### src/rtl/program_loader_tx.sv
// Transmit side of the CPU program-load handshake: holds a host-written image and
// streams it as {address, data} byte pairs, paced on the CPU's ready/done outputs.
module program_loader_tx #(
    parameter int DEPTH   = 16,
    parameter int TIMEOUT = 255,
    localparam int AW     = $clog2(DEPTH)
) (
    input  logic          clk,
    input  logic          rst_n,
    input  logic          img_we,
    input  logic [AW-1:0] img_addr,
    input  logic [7:0]    img_data,
    input  logic          start,
    input  logic          ready_i,
    input  logic          done_i,
    output logic          programming_o,
    output logic [7:0]    byte_o,
    output logic          busy_o,
    output logic          done_o,
    output logic          error_o,
    output logic [AW+1:0] sent_o
);

    typedef enum logic [2:0] {
        S_IDLE      = 3'd0,
        S_ARM       = 3'd1,
        S_SEND      = 3'd2,
        S_WAIT_DONE = 3'd3,
        S_FINISH    = 3'd4,
        S_ERROR     = 3'd5
    } state_t;

    localparam logic [AW+1:0] LAST_IDX  = (AW+2)'(2*DEPTH-1);
    localparam logic [7:0]    TIMEOUT_V = 8'(TIMEOUT);

    logic [7:0]    r_mem [DEPTH];
    state_t        r_state;
    logic          r_ready_q;
    logic [7:0]    r_timer;
    logic          r_prog;
    logic          r_busy;
    logic          r_done;
    logic          r_error;
    logic [7:0]    r_byte;
    logic [AW+1:0] r_sent;

    logic          w_rise;
    logic          w_last;
    logic          w_timeout;
    logic [AW+1:0] w_next_idx;
    logic [7:0]    w_next_byte;

    // Consumption strobe, end-of-stream and timeout detection
    always_comb begin
        w_rise    = ready_i & ~r_ready_q;
        w_last    = (r_sent == LAST_IDX);
        w_timeout = (TIMEOUT != 0) && (r_timer == TIMEOUT_V);
    end

    // Next byte in stream order: even index carries the address, odd index the image word
    always_comb begin
        w_next_idx  = r_sent + (AW+2)'(1);
        w_next_byte = 8'h00;
        if (w_last) begin
            w_next_byte = 8'h00;
        end else if (w_next_idx[0]) begin
            w_next_byte = r_mem[w_next_idx[AW:1]];
        end else begin
            w_next_byte = 8'(w_next_idx[AW:1]);
        end
    end

    // Image storage; host writes only land while idle, contents survive reset
    always_ff @(posedge clk) begin
        if (img_we && (r_state == S_IDLE)) begin
            r_mem[img_addr] <= img_data;
        end
    end

    // Transfer FSM with registered handshake and status outputs
    always_ff @(posedge clk or negedge rst_n) begin
        if (!rst_n) begin
            r_state   <= S_IDLE;
            r_ready_q <= 1'b0;
            r_timer   <= 8'd0;
            r_prog    <= 1'b0;
            r_busy    <= 1'b0;
            r_done    <= 1'b0;
            r_error   <= 1'b0;
            r_byte    <= 8'h00;
            r_sent    <= '0;
        end else begin
            r_ready_q <= ready_i;
            r_done    <= 1'b0;
            case (r_state)
                S_IDLE: begin
                    if (start) begin
                        r_state <= S_ARM;
                        r_prog  <= 1'b1;
                        r_busy  <= 1'b1;
                        r_error <= 1'b0;
                        r_sent  <= '0;
                        r_byte  <= 8'h00;
                        r_timer <= 8'd0;
                    end
                end
                // One full cycle of programming before any byte may be taken
                S_ARM: begin
                    r_state <= S_SEND;
                    r_timer <= 8'd0;
                end
                S_SEND: begin
                    if (w_rise) begin
                        r_sent  <= r_sent + (AW+2)'(1);
                        r_byte  <= w_next_byte;
                        r_timer <= 8'd0;
                        if (w_last) begin
                            r_state <= S_WAIT_DONE;
                        end
                    end else if (w_timeout) begin
                        r_state <= S_ERROR;
                        r_prog  <= 1'b0;
                        r_error <= 1'b1;
                        r_timer <= 8'd0;
                    end else begin
                        r_timer <= r_timer + 8'd1;
                    end
                end
                S_WAIT_DONE: begin
                    if (done_i) begin
                        r_state <= S_FINISH;
                        r_prog  <= 1'b0;
                        r_done  <= 1'b1;
                        r_timer <= 8'd0;
                    end else if (w_timeout) begin
                        r_state <= S_ERROR;
                        r_prog  <= 1'b0;
                        r_error <= 1'b1;
                        r_timer <= 8'd0;
                    end else begin
                        r_timer <= r_timer + 8'd1;
                    end
                end
                S_FINISH: begin
                    r_state <= S_IDLE;
                    r_busy  <= 1'b0;
                end
                S_ERROR: begin
                    r_state <= S_IDLE;
                    r_busy  <= 1'b0;
                end
                default: begin
                    r_state <= S_IDLE;
                    r_prog  <= 1'b0;
                    r_busy  <= 1'b0;
                    r_timer <= 8'd0;
                end
            endcase
        end
    end

    assign programming_o = r_prog;
    assign byte_o        = r_byte;
    assign busy_o        = r_busy;
    assign done_o        = r_done;
    assign error_o       = r_error;
    assign sent_o        = r_sent;

endmodule

### config.mk
export PLATFORM = sky130hd
export DESIGN_NAME = program_loader_tx
export DESIGN_NICKNAME = d
export VERILOG_FILES = /design/src/rtl/program_loader_tx.sv
export SDC_FILE = /design/constraint.sdc
export NUM_CORES = 1
export LEC_CHECK = 0
export BUFFER_PORTS_ARGS = -buffer_cell sky130_fd_sc_hd__buf_2
export CAP_MARGIN = 5
export CORE_MARGIN = 2
export CORE_UTILIZATION = 40
export DETAILED_ROUTE_END_ITERATION = 8
export PLACE_DENSITY_LB_ADDON = 0.12
export SYNTH_ARGS = -nofsm -noshare
export SYNTH_HDL_FRONTEND = slang
export SYNTH_SLANG_ARGS = --single-unit
### constraint.sdc
create_clock -name clk -period 2.6 [get_ports clk]
set_input_delay 0.26 -clock clk [delete_from_list [all_inputs] [get_ports clk]]
set_output_delay 0.26 -clock clk [all_outputs]
set_load 0.005 [all_outputs]
==> summary.md, run 1 <==
| Metric | Value |
|---|---|
| Comb power frac | `between 20 and 25%` |
| CP max stage cell | `mux4_2` |
| Post-route insts no fill | `730` |
| Post-Route WL | `15900 um` |
| CP Max Fanout | `17` |
| ANT nets after route | `0` |
| Starting Density | `40.7%` |
| Vias in the first global route | `4082` |
| Pre-antenna DRT Iters | `5` |
| IO Port Bufs | `35` |
| Hold crit path type | `in -> reg` |
| YS warnings | `0` |
| Crit. End Element | `flop` |
| Psw | `2.02 mW` |
| Power share of the sequential group | `41.0%` |
| Design Power | `7.34 mW` |
| Pint | `about 5.3 mW` |
| I/O Pins | `36` |
| Largest net degree at the start of global routing | `31` |
| RSZ-0062 raised after global routing | `no` |
| Startpoint types | `flop` |
| DR iter-0 viols | `371` |
| Initial antenna violation count | `0` |
| Die Width | `134 um` |
| Async S/R FF share, synth | `a little under a fifth` |
| Layout Nets | `517` |
| # placed instances | `696` |
| CP Cell Sequence | `ha_2 > buf_4 > mux4_2 > nor2b_1 > a221oi_1 > o21ai_1` |
| CP arrival | `2.64 ns` |
| Distinct cells, synth | `58` |
| Num CTS Buffers | `17` |
| Wire per inst | `21.8 um` |
| Diode count | `0` |
| Worst-Margin Slew | `0.746 ns` |
| Synth top cells by count | `128 x edfxtp_1, 31 x nand2_1, 31 x nor2_1` |
| Core Rows | `47` |
| Die Height | `134 um` |
| Pins Over Slew Limit | `0` |
| Die area | `17800 sq um` |
| Drc violations | `0` |
| Final Cycle Share | `between 90% and 100%` |
| Fin Clk Skew | `0.00552 ns` |
| Static leakage | `2.84 nW` |
| Pwr Density | `924 nW/um^2` |
| Worst Path Required | `2.89 ns` |
| Hold WS | `0.129 ns` |
| CTS tree | `yes` |
| Register area share after synthesis | `68.5%` |
| Clock power share | `34.6%` |
| Gr usage total | `19.1%` |
| Synthesized flop and latch total | `158` |
| Peak Freq | `426 MHz` |
| Via count | `4030` |
| Gate Count Post-Synth | `425` |
| CP delay by family, top | `multiplexers` |
| Netlist area before placement | `approximately 6700 sq um` |
| Crit path largest cell delay | `0.54 ns` |
| Yosys top cell area share | `57.3%` |
| Most common flop cell mapped by yosys | `edfxtp_1` |
| Post-CTS setup repair buffer count | `0` |
| DR vias/cell | `approximately 5.5` |
| Syn-to-layout area delta | `18.3%` |
| Area leader, netlist | `edfxtp_1` |
| Placer Congestion | `between 0.8 and 0.9` |
| Final Hold Vio Count | `0` |
| Worst-skew pair later-pin latency | `0.41 ns` |
| Global-route wire length before repair | `24800 um` |
| Clk sinks | `158` |
| Slew margin rel. | `50.3%` |
| Post-synth EDFFs | `128` |
| Most common cell in the netlist | `edfxtp_1` |
| DPL Wire Length | `11100 um` |
| Worst IR drop on VDD | `between 400 and 500 uV` |
| Dominant cells by area after synthesis | `edfxtp_1 57%, dfrtp_1 11%, mux4_2 7.4%, mux4_1 2.7%, nand2_1 1.7%` |
| Clk slew on worst S/H paths | `0.06 ns` |
| Worst setup path class | `reg -> reg` |
| Clk buf depth | `2` |
| Final min period | `2.35 ns` |
| WP buf/inv | `1` |
| Final setup viols | `0` |
| Setup TNS | `0 ns` |
| Max-Cap Viols | `0` |
| Root Driver | `clkbuf_16` |
| Core area | `roughly 16000 sq um` |
| Syn Area/Cell | `15.8 sq um` |
| Switching Share | `around 28%` |
| Post-Syn Nets | `about 450` |
| H-tree depth | `4` |
| Share of cells above drive strength 1 | `25.1%` |
| Gr ovfl total | `0` |
| Status | `finished, final reports clean` |
-- layer usage --
layer	vias up	GRT usage (%)	share of wire, %
li1	1819	-	-
met1	2072	27.1	46
met2	122	29.9	48
met3	17	4.19	4.6
met4	0	5.26	1.4
met5	-	0	0
-- cell usage in the layout, fill, tap and decap left out, types with 6 or more instances in the layout --
master and instances:
a21oi_1 7, and3_1 6, buf_2 35, buf_4 36, clkbuf_16 17, dfrtp_1 30, edfxtp_1 128, mux4_1 7
mux4_2 22, nand2_1 31, nand3_1 9, nor2_1 31, nor2b_1 11, nor3_1 9, o21ai_0 19
-- power by group through the flow --
stage	Clock [mW]	Combinational (mW)	Sequential, mW
2_1_floorplan	0	1.30	3.00
4_1_cts	2.58	1.82	3.01
6_report	2.54	1.79	3.01
3_3_place_gp	0	1.78	3.05
5_1_grt	2.69	1.96	3.03
3_5_place_dp	0	1.81	3.06
-- registers in the layout, indices dropped and copies added (netlist names) --
name,flops
r_mem,128
r_ready_q,1
programming_o,1
error_o,1
r_state,3
busy_o,1
byte_o,8
sent_o,6
r_timer,8
done_o,1
-- final timing paths --
path                             from    endpoint  slack (ns)  cells past startpoint
setup / recovery            sent_o[1]   byte_o[6]        0.25                      6
hold / removal                  start   sent_o[5]        0.13                      2
setup reg to reg            sent_o[1]   byte_o[6]        0.25                      6
hold reg to reg            r_timer[2]  r_timer[2]        0.49                      1
max in group asynchronous       rst_n   byte_o[6]        1.67                      2
min in group asynchronous       rst_n      busy_o        0.44                      2
-- area by class of cell --
| type | instances | area [sq um] |
|---|---|---|
| clock buffer | 19 | 433 |
| clock inverter | 13 | 171 |
| fill | 1459 | 8530 |
| inverter | 5 | 18.8 |
| multi-input combinational | 242 | 1980 |
| sequential | 158 | 4590 |
| tap | 220 | 275 |
| timing repair buffer | 73 | 465 |
-- worst reg2reg max path: cells and delay by family, from the launching register on --
family	cells	cell delay (ns)
buf+inv	1	0.37
compound gates	2	0.34
simple gates	1	0.14
fa+ha+maj	1	0.44
flops	1	0.39
mux	1	0.55
-- stage by stage --
step	setup slack [ns]	utilization (%)	area, sq um
after floorplan	0.178	-	6710
after global placement	0.269	44.4	7310
after detailed placement	0.201	44.4	7310
after CTS	0.189	48.2	7940
after global routing	0.0772	48.2	7940
final	0.250	48.2	7940
-- logic make-up (layout without fill, tap and decap cells) --
family | after synthesis | after routing | share of synthesized area, %
AO/OA/AOI/OAI | 81 | 81 | 8.26
XOR/XNOR | 7 | 7 | 1.31
multiplexers | 35 | 35 | 11.0
flip-flops | 158 | 158 | 68.5
adder cells (fa/ha/maj) | 2 | 2 | 0.373
AND/OR/NAND/NOR | 117 | 117 | 8.49
buffers and inverters | 25 | 110 | 2.05
-- timing repair --
item,CTS,global route
hold endpoints to repair,31,0
resized for setup,0,0
hold buffers,2,0
Power figures use the tool's default switching activity.
==> run 2, diff against run 1 <==
--- a/config.mk
+++ b/config.mk
@@ -9,7 +9,9 @@
 export CAP_MARGIN = 5
 export CORE_MARGIN = 2
 export CORE_UTILIZATION = 40
+export CTS_CLUSTER_SIZE = 8
 export DETAILED_ROUTE_END_ITERATION = 8
+export GPL_TIMING_DRIVEN = 0
 export PLACE_DENSITY_LB_ADDON = 0.12
 export SYNTH_ARGS = -nofsm -noshare
 export SYNTH_HDL_FRONTEND = slang
==> run 2 against run 1 <==
  * The flow now finishes with violations (setup timing)
  * Utilization down 0.084 points
  * Via count shrank 0.27%
  * Worst hold slack got worse by 0.0038 ns
  * Sequential share of layout area is 0.12 points higher
  * Setup slack worse by 0.28 ns
  * Clock power is 8.3% lower
  * Flip-flop and latch count did not move
  * Non-clock buffer count fell by 9
  * Count of clock-buffer cells in the layout unchanged
  * Register-to-register slack worse by 0.28 ns
  * Cell count is 1.2% lower
  * Design area fell by 0.17%
  * Largest power group unchanged
==> summary.md, run 2 (same netlist as run 1, synthesis figures left out) <==
| Metric | Value |
|---|---|
| Core area | `16500 sq um` |
| Drc violations | `0` |
| H-tree depth | `4` |
| Pins Over Slew Limit | `0` |
| Commonest non-fill, non-tap cell in the layout | `edfxtp_1` |
| Top reg by flops | `r_mem` |
| Static leakage | `2.77 nW` |
| Final setup viols | `25` |
| R2R Setup Slk | `-0.03 ns` |
| DR iter-0 viols | `338` |
| CP max stage cell | `nor2_1` |
| Post-Route WL | `15600 um` |
| CP delay by family, top | `simple AND/OR/NAND/NOR gates` |
| Fin Clk Skew | `around 0.0079 ns` |
| Worst IR drop on VDD | `just over 500 uV` |
| Wire per inst | `between 20 and 25 um` |
| Final Hold Vio Count | `0` |
| RSZ-0062 raised after global routing | `yes` |
| CP Max Fanout | `10` |
| Largest net degree at the start of global routing | `31` |
| CP arrival | `~2.7 ns` |
| Reg2Reg Depth | `6` |
| DPL Wire Length | `10700 um` |
| Pre-antenna DRT Iters | `5` |
| Crit path largest cell delay | `0.78 ns` |
| Worst Setup SP | `r_state[0]` |
| Hold WS | `~0.13 ns` |
| Core Rows | `47` |
| Starting Density | `40.7%` |
| Hold Crit Endpoint | `sent_o[5]` |
| Final Cycle Share | `101%` |
| Design Power | `approximately 7.3 mW` |
| Vias in the first global route | `3994` |
| Diode count | `0` |
| I/O Pins | `36` |
| Clk sinks | `approximately 160` |
| Die Height | `134 um` |
| Crit. End Element | `flop` |
| ANT nets after route | `0` |
| Root Driver | `clkbuf_16` |
| WP buf/inv | `1` |
| Syn-to-layout area delta | `18.1%` |
| Post-Place Cell Area | `7170 sq um` |
| Die area | `about 18000 sq um` |
| DR vias/cell | `between 5 and 6` |
| Via count | `4019` |
| Setup TNS | `-0.409 ns` |
| Die Width | `about 130 um` |
| Initial antenna violation count | `2` |
| Reg-to-Reg End | `r_mem[14][2]` |
| Hold path cells | `2` |
| Min-delay src | `start` |
| Startpoint types | `flop` |
| Max-Cap Viols | `0` |
| Final min period | `2.63 ns` |
| CP Cell Sequence | `clkbuf_1 > nor3_4 > nand2_1 > nor2_1 > nand2_1 > nor2_1` |
| Worst-skew pair later-pin latency | `0.42 ns` |
| Worst Path Required | `between 2 and 3 ns` |
| IO Port Bufs | `35` |
| Max FFs per register | `between 100 and 150` |
| Worst setup path class | `reg -> reg` |
| Placer Congestion | `0.858` |
| Global-route wire length before repair | `24000 um` |
| Failing checks | `setup timing` |
| Gr ovfl total | `0` |
| Slew margin rel. | `34.0%` |
| Clk buf depth | `2` |
| Hold crit path type | `in -> reg` |
| Layout Nets | `between 500 and 600` |
| Num CTS Buffers | `17` |
| Pwr Density | `918 nW/um^2` |
| Final WS setup | `-0.0345 ns` |
| CTS tree | `yes` |
| Gr usage total | `18.4%` |
| Commonest non-fill, non-tap cells in the layout | `128 x edfxtp_1, 43 x buf_2, 31 x nand2_1` |
| RR Startpoint | `r_state[0]` |
| Share of cells above drive strength 1 | `approximately a quarter` |
| Clk slew on worst S/H paths | `0.06 ns` |
| Fin area | `7920 sq um` |
| Status | `complete, but fails checks` |
| Peak Freq | `about 380 MHz` |
| Worst-Margin Slew | `0.987 ns` |
==> run 2: final cells by class <==
| cell class | count | area, sq um |
|---|---|---|
| fill | 1428 | 8540 |
| clock buffer | 19 | 433 |
| timing repair buffer | 44 | 253 |
| buffer | 20 | 128 |
| sequential | 158 | 4600 |
| clock inverter | 13 | 116 |
| inverter | 5 | 18.8 |
| multi-input combinational | 242 | 2100 |
| tap | 220 | 275 |
==> run 2: worst max-delay path by stage <==
| stage | end | slack, ns | cells past startpoint |
|---|---|---|---|
| finish | r_mem[14][2] | -0.03 | 6 |
| global route | r_mem[2][3] | -0.22 | 7 |
| CTS | r_mem[10][3] | 0.001 | 6 |
| detailed placement | r_mem[0][3] | -1.05 | 5 |
| global placement | r_mem[0][3] | -1.02 | 5 |
| floorplan | r_mem[0][0] | 0.18 | 5 |
==> run 2: routing by layer <==
metal	up-vias	GRT usage (%)	share of wire (%)
met4	4	5.08	1.6
met1	2065	25.5	45
met2	123	28.5	47
li1	1806	-	-
met5	-	0	0.15
met3	21	5.71	6.4
==> run 2: repair_timing <==
action                                  4_1_cts  5_1_grt
endpoints found under the setup margin      136       91
cloned                                        0        0
resized for setup                            23       10
hold buffers                                  2        0
pin swaps                                     1        2
endpoints found under the hold margin        31        0
buffers inserted                              3        1
==> run 2: report_power, final <==
part / internal (mW) / switching [mW] / total, mW / leakage, nW
logic: 0.903 / 1.08 / 1.98 / 0.949
registers: 2.88 / 0.0858 / 2.97 / 1.55
clock network: 1.32 / 1.00 / 2.33 / 0.276
total: 5.11 / 2.17 / 7.28 / 2.77
==> run 2: metrics by stage <==
stage	util (%)	setup slack, ns	std cells
2_1_floorplan	-	0.178	425
3_3_place_gp	43.5	-1.02	680
3_5_place_dp	43.6	-1.05	683
4_1_cts	47.8	0.00127	720
5_1_grt	48.1	-0.220	721
6_report	48.1	-0.0345	721
==> run 2: worst register-to-register path, stage by stage (launching register included) <==
cell and delay [ns]:
dfrtp_1 0.37, clkbuf_1 0.24, nor3_4 0.48, nand2_1 0.13, nor2_1 0.11, nand2_1 0.14, nor2_1 0.78
==> run 3, diff against run 2 <==
--- a/config.mk
+++ b/config.mk
@@ -7,6 +7,7 @@
 export LEC_CHECK = 0
 export BUFFER_PORTS_ARGS = -buffer_cell sky130_fd_sc_hd__buf_2
 export CAP_MARGIN = 5
+export CORE_ASPECT_RATIO = 0.7
 export CORE_MARGIN = 2
 export CORE_UTILIZATION = 40
 export CTS_CLUSTER_SIZE = 8
==> run 3 against run 2 <==
  * The run now ends clean
  * Wire length shrank 1.3%
  * Total power rose by 3.6%
  * Die area is essentially flat
  * Setup slack improved by 0.096 ns
  * Sequential share of layout area decreased by 0.23 points
  * Critical path depth is 1 lower
  * Count of clock-buffer cells in the layout decreased by 1
  * Critical endpoint is now r_mem[15][0]
  * Largest power group unchanged
==> summary.md, run 3 (same netlist as run 1, synthesis figures left out) <==
| Metric | Value |
|---|---|
| Share of cells above drive strength 1 | `25.1%` |
| Drc violations | `0` |
| Post-route insts no fill | `723` |
| DR vias/cell | `between 5 and 6` |
| Starting Density | `between 40% and 50%` |
| I/O Pins | `36` |
| # placed instances | `687` |
| Die area | `17800 sq um` |
| IO Port Bufs | `35` |
| Max-Cap Viols | `0` |
| Slew margin rel. | `24.7%` |
| Worst IR drop on VDD | `633 uV` |
| Final min period | `2.54 ns` |
| Syn-to-layout area delta | `18.5%` |
| Final WS setup | `0.0618 ns` |
| Pwr Density | `about 950 nW/um^2` |
| Worst setup path class | `reg -> reg` |
| Largest net degree at the start of global routing | `31` |
| Clk sinks | `158` |
| Diode count | `0` |
| Placement Setup Slack | `-0.927 ns` |
| Final Hold Vio Count | `0` |
| Num CTS Buffers | `17` |
| CP Max Fanout | `10` |
| Gr ovfl total | `0` |
| RSZ-0062 raised after global routing | `yes` |
| Placer Congestion | `0.850` |
| Peak Freq | `394 MHz` |
| Crit. End Element | `flop` |
| Via count | `3938` |
| ANT nets after route | `0` |
| Die Width | `159 um` |
| Clk slew on worst S/H paths | `0.06 ns` |
| Top reg by flops | `r_mem` |
| Global-route wire length before repair | `approximately 24000 um` |
| Clk buf depth | `2` |
| Worst-skew pair later-pin latency | `roughly 0.42 ns` |
| Final Cycle Share | `97.6%` |
| Pre-antenna DRT Iters | `4` |
| Post-Route WL | `15400 um` |
| CP arrival | `2.58 ns` |
| DPL Wire Length | `~11000 um` |
| Core area | `~16000 sq um` |
| Max FFs per register | `approximately 130` |
| Worst Path Required | `roughly 2.6 ns` |
| Commonest non-fill, non-tap cells in the layout | `128 x edfxtp_1, 42 x buf_2, 31 x nand2_1` |
| Commonest non-fill, non-tap cell in the layout | `edfxtp_1` |
| Gr usage total | `18.5%` |
| CTS tree | `yes` |
| Worst-Margin Slew | `1.13 ns` |
| H-tree depth | `4` |
| Root Driver | `clkbuf_16` |
| Initial antenna violation count | `0` |
| Final setup viols | `0` |
| Die Height | `112 um` |
| Pins Over Slew Limit | `0` |
| DR iter-0 viols | `295` |
| Layout Nets | `approximately 510` |
| Vias in the first global route | `approximately 4000` |
| Startpoint types | `flop` |
| Static leakage | `2.78 nW` |
| Status | `finished, final reports clean` |
| Hold crit path type | `in -> reg` |
| Wire per inst | `roughly 21 um` |
| Core Rows | `39` |
| Fin Clk Skew | `about 0.0057 ns` |
-- run 3: metrics by stage --
step	TNS, ns	util, %	hold slack, ns	power [mW]	area, sq um
2_1_floorplan	0	-	-0.0356	4.30	6710
3_3_place_gp	-104.38	43.8	0.348	4.88	7170
3_5_place_dp	-94.35	44.0	0.349	4.90	7190
4_1_cts	0	48.4	0.0973	7.59	7910
5_1_grt	-1.44	48.6	0.119	7.90	7950
6_report	0	48.6	0.113	7.54	7950
-- run 3: cell type report --
cell class / count / area [sq um]
inverter: 5 / 18.8
multi-input combinational: 242 / 2070
buffer: 19 / 123
tap: 225 / 282
timing repair buffer: 42 / 253
sequential: 158 / 4590
clock buffer: 18 / 429
clock inverter: 14 / 183
fill: 1434 / 8390
-- run 3: power by group --
part	internal (mW)	switching [mW]
registers	2.88	0.0822
clock network	1.53	1.05
logic	0.924	1.07
total	5.33	2.21
-- run 3: path summary, 6_finish.rpt --
kind,startpoint,endpoint,slack [ns],cells after the start
max,r_state[0],r_mem[15][0],0.06,5
min,start,sent_o[5],0.11,2
max reg2reg,r_state[0],r_mem[15][0],0.06,5
min reg2reg,error_o,error_o,0.49,1
max in group asynchronous,rst_n,byte_o[3],1.73,2
min in group asynchronous,rst_n,r_timer[1],0.41,2
-- run 3: metal layers --
| metal | global-route usage [%] | up-vias | part of all wire, % |
|---|---|---|---|
| li1 | - | 1812 | - |
| met1 | 28.8 | 2022 | 52 |
| met2 | 25.4 | 87 | 42 |
| met3 | 4.18 | 17 | 4.8 |
| met4 | 6.24 | 0 | 1.3 |
| met5 | 0 | - | 0 |
-- run 3: critical path, cell delays in order (launching register included) --
cell and delay [ns]:
dfrtp_1 0.37, clkbuf_1 0.23, nor3_4 0.29, buf_12 0.16, nand4_1 0.19, nor2_1 0.91
-- run 3: timing repair --
item	4_1_cts	5_1_grt
endpoints found under the hold margin	31	0
pin swaps	2	0
hold buffers	2	0
setup endpoints to repair	136	69
buffers inserted	3	0
resized for setup	13	9
